**src/rtl/flash_reader_pkg.sv**
```systemverilog
// Shared types and constants for the flash-to-audio-player fetch controller.
package flash_reader_pkg;

    localparam int unsigned FLASH_ADDR_W = 23;
    localparam int unsigned FLASH_DATA_W = 32;
    localparam logic [FLASH_ADDR_W-1:0] AUDIO_LAST_ADDR = 23'h7FFFF;
    localparam logic [3:0] BYTEENABLE_ALL = 4'b1111;

    typedef enum logic [2:0] {
        IDLE,
        READ_REQ,
        WAIT_VALID,
        START_HI,
        WAIT_FIN_HI,
        WAIT_FIN_LO,
        ADVANCE
    } fr_state_t;

endpackage

```
**src/rtl/flash_reader_ctrl_if.sv**
```systemverilog
// Flash Avalon-MM read port plus audio_player start/finished handshake.
interface flash_reader_ctrl_if #(
    parameter int unsigned ADDR_W = flash_reader_pkg::FLASH_ADDR_W
);
    logic              flash_mem_read;
    logic [ADDR_W-1:0] flash_mem_address;
    logic [3:0]        flash_mem_byteenable;
    logic              flash_mem_waitrequest;
    logic [31:0]       flash_mem_readdata;
    logic              flash_mem_readdatavalid;
    logic              player_start;
    logic [31:0]       player_data;
    logic              player_finished;
    logic              word_done;

    modport master (
        output flash_mem_read, flash_mem_address, flash_mem_byteenable,
        input  flash_mem_waitrequest, flash_mem_readdata, flash_mem_readdatavalid,
        output player_start, player_data, word_done,
        input  player_finished
    );

    modport slave (
        input  flash_mem_read, flash_mem_address, flash_mem_byteenable,
        output flash_mem_waitrequest, flash_mem_readdata, flash_mem_readdatavalid,
        input  player_start, player_data, word_done,
        output player_finished
    );

endinterface

```
**src/rtl/flash_addr_counter.sv**
```systemverilog
// Up/down word-address counter with explicit wrap at 0 / LAST_ADDR and restart.
module flash_addr_counter #(
    parameter int unsigned       ADDR_W    = flash_reader_pkg::FLASH_ADDR_W,
    parameter logic [ADDR_W-1:0] LAST_ADDR = ADDR_W'(flash_reader_pkg::AUDIO_LAST_ADDR)
) (
    input  logic              clk,
    input  logic              reset,
    input  logic              en,
    input  logic              forward,
    input  logic              restart,
    output logic [ADDR_W-1:0] address
);

    // Restart outranks a normal step; wrap is compared, never left to overflow.
    always_ff @(posedge clk) begin
        if (reset) begin
            address <= '0;
        end else if (restart) begin
            address <= forward ? '0 : LAST_ADDR;
        end else if (en) begin
            if (forward) begin
                address <= (address == LAST_ADDR) ? '0 : address + ADDR_W'(1);
            end else begin
                address <= (address == '0) ? LAST_ADDR : address - ADDR_W'(1);
            end
        end
    end

endmodule

```
**src/rtl/flash_reader_ctrl.sv**
```systemverilog
// Walks the audio file in flash word by word and hands each word to audio_player.
module flash_reader_ctrl
    import flash_reader_pkg::*;
#(
    parameter int unsigned       ADDR_W    = FLASH_ADDR_W,
    parameter logic [ADDR_W-1:0] LAST_ADDR = ADDR_W'(AUDIO_LAST_ADDR)
) (
    input  logic clk_50MHz,
    input  logic reset,
    input  logic play,
    input  logic forward,
    input  logic restart,
    flash_reader_ctrl_if.master bus
);

    fr_state_t   state, state_d;
    logic        read_q, read_d;
    logic        start_q, start_d;
    logic        done_q, done_d;
    logic        latch;
    logic [31:0] data_q;
    logic        restart_pend;
    logic        restart_any;
    logic        restart_apply;
    logic        cnt_en;

    // A pending restart is consumed either while parked or at the word boundary.
    assign restart_any   = restart_pend | restart;
    assign restart_apply = restart_any & ((state == IDLE) | (state == ADVANCE));
    assign cnt_en        = (state == ADVANCE);

    flash_addr_counter #(
        .ADDR_W    (ADDR_W),
        .LAST_ADDR (LAST_ADDR)
    ) u_addr (
        .clk     (clk_50MHz),
        .reset   (reset),
        .en      (cnt_en),
        .forward (forward),
        .restart (restart_apply),
        .address (bus.flash_mem_address)
    );

    always_comb begin
        state_d = state;
        latch   = 1'b0;
        start_d = 1'b0;
        case (state)
            IDLE: begin
                if (play) state_d = READ_REQ;
            end
            READ_REQ: begin
                if (!bus.flash_mem_waitrequest) begin
                    if (bus.flash_mem_readdatavalid) begin
                        latch   = 1'b1;
                        state_d = START_HI;
                    end else begin
                        state_d = WAIT_VALID;
                    end
                end
            end
            WAIT_VALID: begin
                if (bus.flash_mem_readdatavalid) begin
                    latch   = 1'b1;
                    state_d = START_HI;
                end
            end
            START_HI: begin
                start_d = 1'b1;
                state_d = WAIT_FIN_HI;
            end
            WAIT_FIN_HI: begin
                if (bus.player_finished) state_d = WAIT_FIN_LO;
                else                     start_d = 1'b1;
            end
            WAIT_FIN_LO: begin
                if (!bus.player_finished) state_d = ADVANCE;
            end
            ADVANCE: begin
                state_d = play ? READ_REQ : IDLE;
            end
            default: state_d = IDLE;
        endcase
        // Read and word_done follow the state being entered so they align with it.
        read_d = (state_d == READ_REQ);
        done_d = (state_d == ADVANCE);
    end

    always_ff @(posedge clk_50MHz) begin
        if (reset) begin
            state        <= IDLE;
            read_q       <= 1'b0;
            start_q      <= 1'b0;
            done_q       <= 1'b0;
            data_q       <= '0;
            restart_pend <= 1'b0;
        end else begin
            state        <= state_d;
            read_q       <= read_d;
            start_q      <= start_d;
            done_q       <= done_d;
            restart_pend <= restart_any & ~restart_apply;
            if (latch) data_q <= bus.flash_mem_readdata;
        end
    end

    assign bus.flash_mem_read       = read_q;
    assign bus.flash_mem_byteenable = BYTEENABLE_ALL;
    assign bus.player_start         = start_q;
    assign bus.player_data          = data_q;
    assign bus.word_done            = done_q;

endmodule

```
**src/flat_wrapper.sv**
```systemverilog
// flat-port wrapper written by rule: the top's interface ports become plain ports
module flash_reader_ctrl_flat import flash_reader_pkg::*;
#(
    parameter int unsigned       ADDR_W    = FLASH_ADDR_W,
    parameter logic [ADDR_W-1:0] LAST_ADDR = ADDR_W'(AUDIO_LAST_ADDR)
)
  (clk_50MHz, reset, play, forward, restart, bus_flash_mem_read, bus_flash_mem_address, bus_flash_mem_byteenable, bus_flash_mem_waitrequest, bus_flash_mem_readdata, bus_flash_mem_readdatavalid, bus_player_start, bus_player_data, bus_word_done, bus_player_finished);
  flash_reader_ctrl_if #(.ADDR_W(ADDR_W)) bus_i ();
  input  logic clk_50MHz;
  input  logic reset;
  input  logic play;
  input  logic forward;
  input  logic restart;
  output wire logic [$bits(bus_i.flash_mem_read)-1:0] bus_flash_mem_read;
  output wire logic [$bits(bus_i.flash_mem_address)-1:0] bus_flash_mem_address;
  output wire logic [$bits(bus_i.flash_mem_byteenable)-1:0] bus_flash_mem_byteenable;
  input wire logic [$bits(bus_i.flash_mem_waitrequest)-1:0] bus_flash_mem_waitrequest;
  input wire logic [$bits(bus_i.flash_mem_readdata)-1:0] bus_flash_mem_readdata;
  input wire logic [$bits(bus_i.flash_mem_readdatavalid)-1:0] bus_flash_mem_readdatavalid;
  output wire logic [$bits(bus_i.player_start)-1:0] bus_player_start;
  output wire logic [$bits(bus_i.player_data)-1:0] bus_player_data;
  output wire logic [$bits(bus_i.word_done)-1:0] bus_word_done;
  input wire logic [$bits(bus_i.player_finished)-1:0] bus_player_finished;
  assign bus_flash_mem_read = bus_i.flash_mem_read;
  assign bus_flash_mem_address = bus_i.flash_mem_address;
  assign bus_flash_mem_byteenable = bus_i.flash_mem_byteenable;
  assign bus_i.flash_mem_waitrequest = bus_flash_mem_waitrequest;
  assign bus_i.flash_mem_readdata = bus_flash_mem_readdata;
  assign bus_i.flash_mem_readdatavalid = bus_flash_mem_readdatavalid;
  assign bus_player_start = bus_i.player_start;
  assign bus_player_data = bus_i.player_data;
  assign bus_word_done = bus_i.word_done;
  assign bus_i.player_finished = bus_player_finished;
  flash_reader_ctrl #(.ADDR_W(ADDR_W), .LAST_ADDR(LAST_ADDR)) u_core (.clk_50MHz(clk_50MHz), .reset(reset), .play(play), .forward(forward), .restart(restart), .bus(bus_i));
endmodule
```
**config.mk**
```make
export PLATFORM = sky130hd
export DESIGN_NAME = flash_reader_ctrl_flat
export DESIGN_NICKNAME = d
export VERILOG_FILES = /design/src/rtl/flash_reader_pkg.sv /design/src/rtl/flash_reader_ctrl_if.sv /design/src/rtl/flash_addr_counter.sv /design/src/rtl/flash_reader_ctrl.sv /design/src/flat_wrapper.sv
export SDC_FILE = /design/constraint.sdc
export NUM_CORES = 1
export LEC_CHECK = 0
export BUFFER_PORTS_ARGS = -buffer_cell sky130_fd_sc_hd__buf_4
export CORE_ASPECT_RATIO = 1.4
export CORE_MARGIN = 5
export CORE_UTILIZATION = 45
export DETAILED_ROUTE_END_ITERATION = 8
export PLACE_DENSITY = 0.7
export SLEW_MARGIN = 25
export SYNTH_ARGS = -nofsm -noshare
export SYNTH_HDL_FRONTEND = slang
export SYNTH_SLANG_ARGS = --single-unit
```
**constraint.sdc**
```tcl
create_clock -name clk_50MHz -period 4.6 [get_ports clk_50MHz]
set_input_delay 0.23 -clock clk_50MHz [delete_from_list [all_inputs] [get_ports clk_50MHz]]
set_output_delay 0.23 -clock clk_50MHz [all_outputs]
set_load 0.05 [all_outputs]
```
# Word-level counts from Yosys, hierarchy flattened
# Cells that the tools add are included.
[totals]
regBits = 62
latchBits = 0
ram_bits = 0
rom_bits = 0
output_inout_bits = 62
elab_cells = 45
n_memories = 0
[op_classes]
n_addsub = 2
multipliers = 0
div_mod_pow = 0
order_cmp = 0
eq_ne = 9
n_shift = 0
mux = 19
bitwise = 5
reduce_logical = 3
[op_table]
columns = ["cell", "n"]
rows = [
  ["two-way mux 23 bit", 5],
  ["adder 23 x 1 -> 23 bit (second input constant)", 1],
  ["== test 23 x 19 -> 1 bit (second input constant)", 1],
  ["logical NOT 23 bit", 1],
  ["subtractor 23 x 1 -> 23 bit (second input constant)", 1],
  ["one-hot mux 3 bit (7 select lines)", 1],
  ["two-way mux 19 bit", 1],
  ["two-way mux 3 bit", 5],
  ["== test 3 bit (second input constant)", 4],
  ["== test 3 x 1 -> 1 bit (second input constant)", 2],
  ["== test 3 x 2 -> 1 bit (second input constant)", 2],
  ["two-way mux 1 bit", 5],
  ["one-hot mux 1 bit (2 select lines)", 2],
  ["logical NOT 3 bit", 1],
  ["AND 1 bit", 2],
  ["bitwise OR 1 bit", 2],
  ["nonzero test 2 bit", 1],
  ["NOT 1 bit", 1],
]

# Logic depth before layout (Yosys ltp)
# Gate-level depths: netlist of the first run.
[logic_depth]
word_depth = 5
depth_mapped = 10
depth_no_buf = 8

# Cells and area by module
# Synthesis of the first run repeated with hierarchy kept, for this count alone.
[hier_totals]
hier_cells = 515
area_unflattened_um2 = 3816.2
[modules_own_cells]
columns = ["mod", "instances", "cells_each", "area_per_inst_um2"]
rows = [
  ["flash_addr_counter", 1, 328, 2229.6],
  ["flash_reader_ctrl", 1, 187, 1586.5],
]

# Worst setup path after synthesis of the first run
# No wires, ideal clock.
[synth_path]
path_kind = "reg-to-reg"
from = "register u_core.u_addr.address[0]"
to = "register u_core.u_addr.address[16]"
arrival_ns = 2.496
required_ns = 4.469
setup_slack_ns = 1.972
stages_incl_launch_ff = 11
n_path_buf = 2
synth_period_minus_slack_ns = 2.628
path_cell_list = "dfxtp_1 clkbuf_1 inv_1 ha_1 nor3b_1 and4_1 a21oi_2 buf_2 a21oi_1 o221ai_1 o211ai_1"
[synth_between]
elab_chain_len = 5
word_cells_on_any_way = 9
classes_between = "2 x add/sub; 1 x eq/ne; 5 x mux; 1 x reduce/logical"
[synth_lines]
columns = ["item", "line", "text"]
rows = [
  ["start, declared", "flash_addr_counter.sv:11", "output logic [ADDR_W-1:0] address"],
  ["start signal, assigned", "flash_addr_counter.sv:19", "address <= forward ? '0 : LAST_ADDR;"],
  ["start signal, assigned", "flash_addr_counter.sv:22", "address <= (address == LAST_ADDR) ? '0 : address + ADDR_W'(1);"],
  ["start signal, assigned", "flash_addr_counter.sv:24", "address <= (address == '0) ? LAST_ADDR : address - ADDR_W'(1);"],
  ["subtractor 23 x 1 -> 23 bit, or another cell as far along", "flash_addr_counter.sv:24", ""],
  ["two-way mux 23 bit (on tied branches)", "flash_addr_counter.sv:24, flash_addr_counter.sv:22", ""],
  ["two-way mux 23 bit *", "flash_addr_counter.sv:21", "if (forward) begin"],
  ["two-way mux 23 bit *", "flash_addr_counter.sv:20", "end else if (en) begin"],
  ["two-way mux 23 bit *", "flash_addr_counter.sv:18", "end else if (restart) begin"],
]
# Every way passes the cells marked *; elsewhere a longest branch is shown, timed or not. The select of a mux whose other input is x is not followed.
# A chain may end at the register's enable or synchronous reset.

# Worst setup path in the final report of the first run
[layout_path]
from = "register u_core.u_addr.address[0]"
to = "register u_core.u_addr.address[3]"
# The elaborated chain is that of the path after synthesis.

==> out/results.tsv, run 1 <==
stage	metric	value	unit
outcome	status	complete, but fails checks	
outcome	violations	design-rule violations	
routing	viasPerCell	6.20	
floorplanning	num_rows	39	
critical_path	crit_chain	ha_1, nand3_1, or3_1, o311ai_1, a21oi_1, nor4_1, nor4_1	
placement	place_ws	1.80	ns
routing	postRouteAntennaNets	0	
sta	drv_slew	0	
sta	period_share	62.8	%
layout	areaGrowthSynthToFinish	25.6	%
power	peakVddDrop	301	uV
layout	layout_common_cells	nand2_1 (100), buf_4 (98), a21oi_1 (65), dfxtp_1 (62), nor2_1 (27)	
yosys	avgSynthCellArea	7.29	sq um
sta	worst_slew_pin_slew	1.04	ns
grt	antenna_found_initial	0	
sta	setup_ws	1.71	ns
sta	tns	0	ns
floorplanning	die-area	10400	sq um
clocking	cts_max_level	3	
clocking	post-cts-setup-buffers	0	
yosys	yosysTopAreaCellShare	32.8	%
yosys	synth_top_cell_by_area	dfxtp_1	
layout	final_common_cell	nand2_1	
floorplanning	coreArea	8200	sq um
critical_path	cp.required	4.79	ns
sta	min_period	2.89	ns
clocking	cts_max_path_buffers	2	
yosys	synth.area.mux_share	0.265	%
sta	hold_viol_final	0	
critical_path	crit_top_cell	nor4_1	
yosys	synthAdderAreaFrac	0.992	%
placement	dp_hpwl	8970	microns
yosys	synth_area	3780	sq um
sta	setup_viol	0	
yosys	yosysSeqAreaShare	32.8	%
worst_hold_path	hold_class	in2reg	
power	powerDensity	470	nW/um^2
yosys	synthTopCellsByArea	dfxtp_1 (33%), nand2_1 (9.9%), a21oi_1 (8.6%)	
sta	slew_headroom	30.5	%
floorplanning	initial_core_util	46.1	%
clocking	ctsHoldBuffers	0	
yosys	synth_xor_area_share	1.16	%
run	timing.max_cap.violations	0	
layout	fill_cells	789	
sta	max_clock_freq	346	MHz
floorplanning	die_w	87.5	microns
routing	drt-total-wl	12800	microns
clocking	cts_made_buffers	9	
routing	drt_pass1_iterations	9	
clocking	insertion_delay	0.33	ns
clocking	cts_sinks	62	
placement	numPortBuffers	97	
layout	nNetsFinal	628	
critical_path	end_kind	flip-flop	
clocking	cts_tree	built	
yosys	ys_ff_latch	62	
grt	grt_overflow	0	
layout	num_antenna_cells	0	
yosys	synth_edf_count	0	
critical_path	max_stage_delay	0.80	ns
critical_path	crit_arrival	3.08	ns
grt	grt_use_total	24.9	%
sta	rsz0062_at_grt	false	
critical_path	crit_path_max_fanout	10	
routing	wl_per_cell	18.5	microns
yosys	ys_types	68	
critical_path	worstSetupPathType	reg2reg	
routing	drc	1	
sta	skew	0.00828	ns
power	p_total	2.23	mW
yosys	synth_warnings	0	
yosys	synth_cells	519	
grt	grt_pass1_vias	4186	
floorplanning	num_io_pins	102	
grt	grt_max_degree	64	
yosys	synth_top_family_by_area	simple AND/OR/NAND/NOR gates	
layout	drive_above_1_share	22.5	%
critical_path	cp_slowest_cell	o311ai_1	
yosys	yosys.area_share.simple	33.2	%
power	leakage	1.82	nW
critical_path	path_delay_family	simple AND/OR/NAND/NOR gates	
routing	drtIter0Drc	425	
clocking	clockRootBuffer	clkbuf_16	
floorplanning	die_h	118	microns
routing	vias	4287	
critical_path	path_buf_inv	0	
yosys	synthArstFlopShare	0	%
critical_path	start_kind	flip-flop	
yosys	synthFlopType	dfxtp_1	
grt	grt_pass1_wl	20800	microns
clocking	path_clk_slew	0.06	ns
placement	place.gp.congestion	0.939	
yosys	synth_compound_area_share	24.5	%
clocking	ctsResizeCount	0	
-- layout make-up --
type | instances | area, sq um | share of cell area [%]
multi-input cells | 402 | 2290 | 48.3
well taps | 102 | 128 | 2.69
clock buffers | 9 | 225 | 4.74
clock inverters | 7 | 73.8 | 1.55
repair buffers | 99 | 747 | 15.7
flip-flops and latches | 62 | 1240 | 26.1
inverters | 11 | 41.3 | 0.869
-- sequential cells by signal (all words and copies together), names as in the netlist --
signal                     cells
u_core.restart_pend            1
u_core.u_addr.address         23
u_core.bus.player_data        32
u_core.bus.word_done           1
u_core.bus.player_start        1
u_core.bus.flash_mem_read      1
u_core.state                   3
-- worst paths after layout --
check / start / end / slack [ns] / depth (start not counted)
setup / recovery: u_core.u_addr.address[0] / u_core.u_addr.address[3] / 1.71 / 7
hold / removal: bus_player_finished / u_core.bus.word_done / 0.09 / 2
setup reg to reg: u_core.u_addr.address[0] / u_core.u_addr.address[3] / 1.71 / 7
hold reg to reg: u_core.bus.player_data[21] / u_core.bus.player_data[21] / 0.46 / 2
-- worst reg2reg max path, cell delays in order, from the launching register on --
cell      delay, ns
dfxtp_1        0.51
ha_1           0.29
nand3_1        0.19
or3_1          0.48
o311ai_1       0.80
a21oi_1        0.16
nor4_1         0.23
nor4_1         0.09
-- report_power, final --
group / internal [mW] / leakage [nW] / switching, mW
Clock: 0.421 / 0.146 / 0.264
Combinational: 0.282 / 1.17 / 0.557
Sequential: 0.588 / 0.504 / 0.120
-- cells by family after synthesis --
group / count (synthesis)
adder cells (fa/ha/maj): 3
XOR/XNOR: 5
AND/OR/NAND/NOR: 238
other: 1
flip-flops: 62
multiplexers: 1
buffers and inverters: 58
AO/OA/AOI/OAI: 151
-- routing by layer --
layer | GRT usage (%) | wire [microns] | vias up
met5 | 0 | 0 | -
met4 | 12.1 | 574 | 0
met3 | 7.10 | 1320 | 54
met2 | 38.9 | 5870 | 266
met1 | 30.9 | 5020 | 1928
li1 | - | - | 2039
-- Yosys cell counts, types with 13 or more instances --
| cell type | number |
|---|---|
| nand3_1 | 16 |
| nand2_1 | 100 |
| or3_1 | 13 |
| clkbuf_1 | 27 |
| a31oi_1 | 16 |
| nor3_1 | 15 |
| nor4_1 | 14 |
| a21oi_1 | 65 |
| dfxtp_1 | 62 |
| nor2_1 | 28 |
| o21ai_0 | 21 |
-- through the flow --
| stage | instance area (sq um) | hold slack, ns | util, % | instances |
|---|---|---|---|---|
| 2_1_floorplan | 3790 | 0.309 | - | 522 |
| 3_3_place_gp | 4440 | 0.431 | 54.1 | 675 |
| 3_5_place_dp | 4450 | 0.434 | 54.3 | 676 |
| 4_1_cts | 4750 | 0.0835 | 57.9 | 692 |
| 5_1_grt | 4750 | 0.102 | 57.9 | 692 |
| 6_report | 4750 | 0.0939 | 57.9 | 692 |
Power figures use the tool's default switching activity.
==> run 2: changes to the inputs <==
ABC_AREA = 1   (was unset)
PLACE_DENSITY = 0.69   (was 0.7)
clock period = 3.03 ns   (was 4.6 ns; I/O delays follow)
==> run 2 against run 1 <==
Compared with the run above:
- the flow now finishes without violations
- combinational power grew 51%
- setup slack lost 0.72 ns
- final cell count grew 21%
- utilization shrank 0.80 points
- total power grew 55%
- clock-buffer cell count grew 1
- maximum frequency grew 42%
==> out/results.tsv, run 2 <==
stage	metric	value	unit	change
outcome	status	finished, final reports clean		
yosys	synth_cells	646		+24%
critical_path	reg2reg_depth	12		+5
critical_path	path_delay_family	simple AND/OR/NAND/NOR gates		
critical_path	cp_slowest_cell	dfxtp_1		
grt	grt_use_total	22.6	%	-2.3 points
placement	dp_hpwl	9380	microns	+4.7%
sta	drv_slew	0		unchanged
placement	place.gp.congestion	0.995		+6.0%
floorplanning	die-area	11000	sq um	+6.6%
sta	hold_viol_final	0		unchanged
yosys	yosysTopAreaCellShare	30.6	%	-2.2 points
yosys	yosysMostFrequentCell	nor2_1		
routing	wl_per_cell	15.0	microns	-19%
routing	drt-total-wl	12600	microns	-1.5%
sta	skew	0.00483	ns	-0.00345 ns
placement	numPortBuffers	97		unchanged
yosys	synthTopCellsByArea	dfxtp_1 (31%), nor2_1 (13%), nand2_1 (12%)		
critical_path	reg2reg_to	u_core.u_addr.address[13]		
yosys	avgSynthCellArea	6.28	sq um	-14%
grt	grt_max_degree	39		-39%
clocking	cts_tree	built		
yosys	synth_top_cell_by_area	dfxtp_1		
critical_path	crit_path_max_fanout	8		-2
layout	nNetsFinal	770		+23%
grt	grt_overflow	0		unchanged
layout	fill_cells	896		+14%
clocking	clockRootBuffer	clkbuf_16		
layout	largest_reg_flops	32		unchanged
yosys	synth_area	4060	sq um	+7.3%
layout	layout_common_cells	nor2_1 (138), nand2_1 (131), buf_4 (99), dfxtp_1 (62), nand3_1 (56)		
yosys	yosys-top-cells-count	nor2_1 (138), nand2_1 (131), dfxtp_1 (62)		
sta	slew_headroom	34.5	%	+4.0 points
clocking	cts_sinks	62		unchanged
sta	period_share	67.2	%	+4.4 points
power	leakage	2.39	nW	+31%
worst_hold_path	hold_class	in2reg		
critical_path	start_kind	flip-flop		
sta	worst_slew_pin_slew	0.977	ns	-0.0658 ns
yosys	synth_edf_count	0		unchanged
critical_path	end_kind	flip-flop		
power	powerDensity	676	nW/um^2	+44%
yosys	ys_ff_latch	62		unchanged
critical_path	crit_arrival	2.27	ns	-0.81 ns
routing	drc	0		-1
clocking	cts_made_buffers	9		unchanged
sta	max_clock_freq	491	MHz	+42%
routing	vias	4496		+4.9%
floorplanning	num_rows	41		+5.1%
sta	min_period	2.04	ns	-0.852 ns
yosys	synthFlopType	dfxtp_1		
layout	final_util	57.1	%	-0.80 points
clocking	cts_max_path_buffers	2		unchanged
grt	grt_pass1_vias	4204		+0.43%
layout	areaGrowthSynthToFinish	25.6	%	about the same
worst_hold_path	min-delay-start	bus_flash_mem_readdata[25]		
power	peakVddDrop	542	uV	+80%
clocking	path_clk_slew	0.06	ns	about the same
grt	grt_pass1_wl	20100	microns	-3.0%
floorplanning	coreArea	8930	sq um	+8.9%
run	timing.max_cap.violations	0		unchanged
worst_hold_path	hold_path_depth	3		+1
layout	num_antenna_cells	0		unchanged
sta	tns	0	ns	unchanged
sta	setup_viol	0		unchanged
yosys	yosysSeqAreaShare	30.6	%	-2.2 points
critical_path	cp.required	3.26	ns	-1.53 ns
floorplanning	die_w	90.3	microns	+3.2%
worst_hold_path	hold_end	u_core.bus.player_data[25]		
routing	viasPerCell	5.36		-13%
yosys	synthArstFlopShare	0	%	unchanged
routing	drtIter0Drc	333		-22%
critical_path	r2r-start	u_core.u_addr.address[0]		
critical_path	path_buf_inv	2		+2
critical_path	crit_chain	ha_1, nand2_1, nor2_8, nand2_4, nor2_8, nand3_4, nand3_4, inv_2, nand2_1, nand3_1, nand2_1, inv_1		
clocking	cts_max_level	3		unchanged
layout	drive_above_1_share	21.7	%	-0.82 points
clocking	insertion_delay	0.33	ns	about the same
floorplanning	initial_core_util	45.5	%	-0.67 points
critical_path	rrSetupSlack	0.99	ns	-0.72 ns
routing	postRouteAntennaNets	0		unchanged
layout	final_common_cell	nor2_1		
critical_path	max_stage_delay	0.47	ns	-0.33 ns
grt	antenna_found_initial	0		unchanged
critical_path	worstSetupPathType	reg2reg		
sta	rsz0062_at_grt	false		
critical_path	critical_path_depth	12		+5
critical_path	crit_top_cell	nand2_1		
floorplanning	die_h	122	microns	+3.3%
routing	drt_pass1_iterations	5		-4
yosys	synth_warnings	0		unchanged
yosys	ys_types	37		-46%
floorplanning	num_io_pins	102		unchanged
==> run 2: cell count changes after synthesis, moves of 31 or more <==
cell and delta:
nor2_1 +110, nand3_1 +40, inv_1 +39, nand2_1 +31
a21oi_1 -38, o21ai_1 +42
==> run 2: stage by stage <==
step                      total power, mW  cell area (sq um)  std cells  hold WS (ns)  setup slack [ns]
after global placement               2.29               4760        822         0.327              1.12
final                                3.45               5100        839        0.0507             0.994
after floorplan                      1.97               4070        649         0.231             0.937
after CTS                            3.46               5100        839        0.0439              1.01
after detailed placement             2.31               4760        822         0.332              1.04
after global routing                 3.64               5100        839        0.0465             0.843
==> run 2: what timing repair did <==
action,CTS,global route
gates resized for setup,0,0
endpoints found under the hold margin,1,0
setup buffers,0,0
hold buffers,1,0
==> run 2: report_power, final <==
part	internal, mW	switching [mW]	total (mW)	leakage, nW
Clock	0.746	0.398	1.14	0.155
Combinational	0.391	0.875	1.27	1.73
Sequential	0.901	0.138	1.04	0.507
==> run 2: metal layers <==
| metal | wire length [microns] | vias to the layer above | track usage (%) | part of all wire, % |
|---|---|---|---|---|
| met3 | 1010 | 50 | 6.87 | 8.0 |
| met2 | 6160 | 207 | 38.6 | 49 |
| met1 | 4770 | 2024 | 24.7 | 38 |
| met4 | 656 | 0 | 13.1 | 5.2 |
| li1 | - | 2215 | - | - |
| met5 | 0 | - | 0 | 0 |
==> run 2: how the worst max path moves through the flow <==
stage                                   startpoint                   endpoint  slack, ns
after CTS                 u_core.u_addr.address[0]  u_core.u_addr.address[13]       1.01
after floorplan           u_core.u_addr.address[0]  u_core.u_addr.address[17]       0.94
after global routing      u_core.u_addr.address[0]  u_core.u_addr.address[17]       0.84
final                     u_core.u_addr.address[0]  u_core.u_addr.address[13]       0.99
after detailed placement  u_core.u_addr.address[0]   u_core.u_addr.address[7]       1.04
after global placement    u_core.u_addr.address[0]  u_core.u_addr.address[17]       1.12
==> run 2: kinds of logic after synthesis <==
logic type | count (synthesis) | synth area share [%]
DFF | 62 | 30.6
buffers and inverters | 96 | 10.5
other | 1 | 0.0924
adders and majority gates | 3 | 0.925
and+or+nand+nor | 376 | 42.1
xor gates and xnor gates | 19 | 4.10
AOI/OAI and AO/OA | 89 | 11.7
==> run 2: cell type report <==
class,instances,area [sq um],area share (%)
flip-flops and latches,62,1240,24.3
repair buffers,100,753,14.8
clock buffers,10,239,4.69
clock inverters,6,92.6,1.82
multi-input cells,491,2400,47.1
well taps,107,134,2.63
inverters,63,236,4.64
==> run 2: worst min-delay path, delay by kind of cell <==
kind	cells	cell delay, ns
AOI/OAI and AO/OA	1	0.05
and+or+nand+nor	1	0.07
buffers and inverters	1	0.07
==> run 3: changes to the inputs <==
clock period = 2.05 ns   (was 3.03 ns; I/O delays follow)
==> run 3 against run 2 <==
Compared with the run above:
- clock power up 46%
- design area up 3.2%
- register-to-register slack got worse by 0.84 ns
- setup slack got worse by 0.84 ns
- critical path type unchanged
- via count is 0.82% higher
- final cell count up 2.3%
- worst hold slack worse by 0.045 ns
- maximum frequency is 7.5% higher
- sequential cell count unchanged
- sequential power rose by 45%
==> out/results.tsv, run 3 (synthesis gave the netlist of run 2 again) <==
stage	metric	value	unit	change
layout	largest_reg_flops	32		unchanged
sta	setup_viol	0		unchanged
sta	period_share	92.4	%	+25 points
grt	grt_max_degree	34		-13%
sta	tns	0	ns	unchanged
critical_path	cp.required	2.28	ns	-0.98 ns
power	swShare	40.6	%	-0.29 points
floorplanning	coreArea	8930	sq um	unchanged
power	switchingPower	2.10	mW	+49%
placement	dp_hpwl	9970	microns	+6.3%
placement	place.gp.congestion	0.912		-8.4%
clocking	insertion_delay	0.33	ns	about the same
sta	fin_hold_ws	0.00557	ns	-0.0451 ns
grt	grt_use_total	23.7	%	+1.1 points
clocking	cts_max_level	3		unchanged
floorplanning	num_io_pins	102		unchanged
power	internal-power	3.07	mW	+50%
clocking	path_clk_slew	0.06	ns	about the same
sta	setup_ws	0.155	ns	-0.838 ns
floorplanning	num_rows	41		unchanged
power	powerDensity	981	nW/um^2	+45%
clocking	cts_max_path_buffers	2		unchanged
power	clockPowerShare	32.4	%	-0.8 points
clocking	cts_tree	built		
power	leakage	2.49	nW	+4.3%
floorplanning	die_h	122	microns	unchanged
layout	num_antenna_cells	0		unchanged
critical_path	cp-startpoint	u_core.u_addr.address[0]		
layout	final_util	59.0	%	+1.8 points
power	p_comb_share	38.2	%	+1.5 points
routing	drc	0		unchanged
grt	grt_overflow	0		unchanged
layout	areaGrowthSynthToFinish	29.7	%	
sta	slew_headroom	59.3	%	+25 points
critical_path	start_kind	flip-flop		
sta	max_clock_freq	528	MHz	+7.5%
critical_path	r2r-start	u_core.u_addr.address[0]		
critical_path	crit_path_max_fanout	8		unchanged
routing	drtIter0Drc	394		+18%
routing	drt_pass1_iterations	6		+1
run	timing.max_cap.violations	0		unchanged
clocking	cts_made_buffers	9		unchanged
sta	drv_slew	0		unchanged
routing	drt-total-wl	13200	microns	+5.1%
routing	vias	4533		+0.82%
power	p_seq_share	29.3	%	-0.8 points
power	peakVddDrop	626	uV	+15%
worst_hold_path	min-delay-start	bus_flash_mem_readdata[24]		
clocking	clockRootBuffer	clkbuf_16		
routing	viasPerCell	5.28		-1.4%
layout	layout_common_cells	nor2_1 (138), nand2_1 (131), buf_4 (114), dfxtp_1 (59), nand3_1 (56)		
critical_path	worstSetupPathType	reg2reg		
routing	postRouteAntennaNets	0		unchanged
grt	grt_pass1_wl	21100	microns	+4.9%
floorplanning	initial_core_util	45.5	%	unchanged
sta	min_period	1.89	ns	-0.142 ns
critical_path	crit_arrival	2.13	ns	-0.14 ns
clocking	cts_sinks	62		unchanged
sta	worst_slew_pin_slew	0.611	ns	-0.367 ns
sta	hold_viol_final	0		unchanged
outcome	status	finished, final reports clean		
floorplanning	die_w	90.3	microns	unchanged
layout	final_common_cell	nor2_1		
placement	numPortBuffers	97		unchanged
power	p_total	5.16	mW	+50%
sta	rsz0062_at_grt	false		
grt	grt_pass1_vias	4527		+7.7%
layout	drive_above_1_share	23.7	%	+2.0 points
routing	wl_per_cell	15.4	microns	+2.7%
placement	place_ws	0.146	ns	-0.889 ns
critical_path	end_kind	flip-flop		
floorplanning	die-area	11000	sq um	unchanged
layout	nNetsFinal	789		+2.5%
sta	skew	0.00618	ns	+0.00135 ns
worst_hold_path	hold_class	in2reg		
grt	antenna_found_initial	0		unchanged
## run 3: timing repair
item	4_1_cts	5_1_grt
endpoints found under the setup margin	0	5
setup buffers	0	0
hold endpoints to repair	4	0
gates resized for setup	0	2
hold buffers	4	0
## run 3: power by group through the flow
stage	Clock (mW)	Sequential [mW]	Combinational [mW]
floorplan	0	1.86	1.06
global placement	0	1.53	1.94
detailed placement	0	1.53	1.95
CTS	1.70	1.51	1.97
global route	1.76	1.54	2.15
finish	1.67	1.51	1.97
## run 3: critical path, stage by stage (launching register included)
cell	delay, ns
dfxtp_2	0.41
ha_2	0.24
nand2_1	0.13
nor2_8	0.18
nand2_4	0.11
nor2_8	0.11
nand3_4	0.10
nand3_4	0.11
inv_2	0.11
nand2_1	0.09
nand3_1	0.08
nand2_1	0.08
inv_1	0.04
## run 3: path summary, 6_finish.rpt
kind,end,slack [ns],cells after the start
setup / recovery,u_core.u_addr.address[7],0.16,12
hold / removal,u_core.bus.player_data[24],0.006,3
setup reg to reg,u_core.u_addr.address[7],0.16,12
hold reg to reg,u_core.bus.player_data[28],0.48,2
## run 3: final cells by class
class	instances	area, sq um
clock buffers	11	243
clock inverters	5	82.6
fillers	889	3660
inverters	63	236
multi-input cells	491	2410
flip-flops and latches	62	1240
well taps	107	134
repair buffers	119	916
## run 3: metal layers
layer	global-route usage, %	up-vias	part of all wire, %
li1	-	2245	-
met1	24.0	2039	37
met2	43.6	200	50
met3	5.82	49	7.9
met4	14.5	0	5.1
met5	0	-	0
## run 3: per-stage QoR
step	cell area, sq um	std cells
finish	5260	858
global route	5260	858
CTS	5260	858
detailed placement	4890	838
global placement	4890	838
floorplan	4070	649
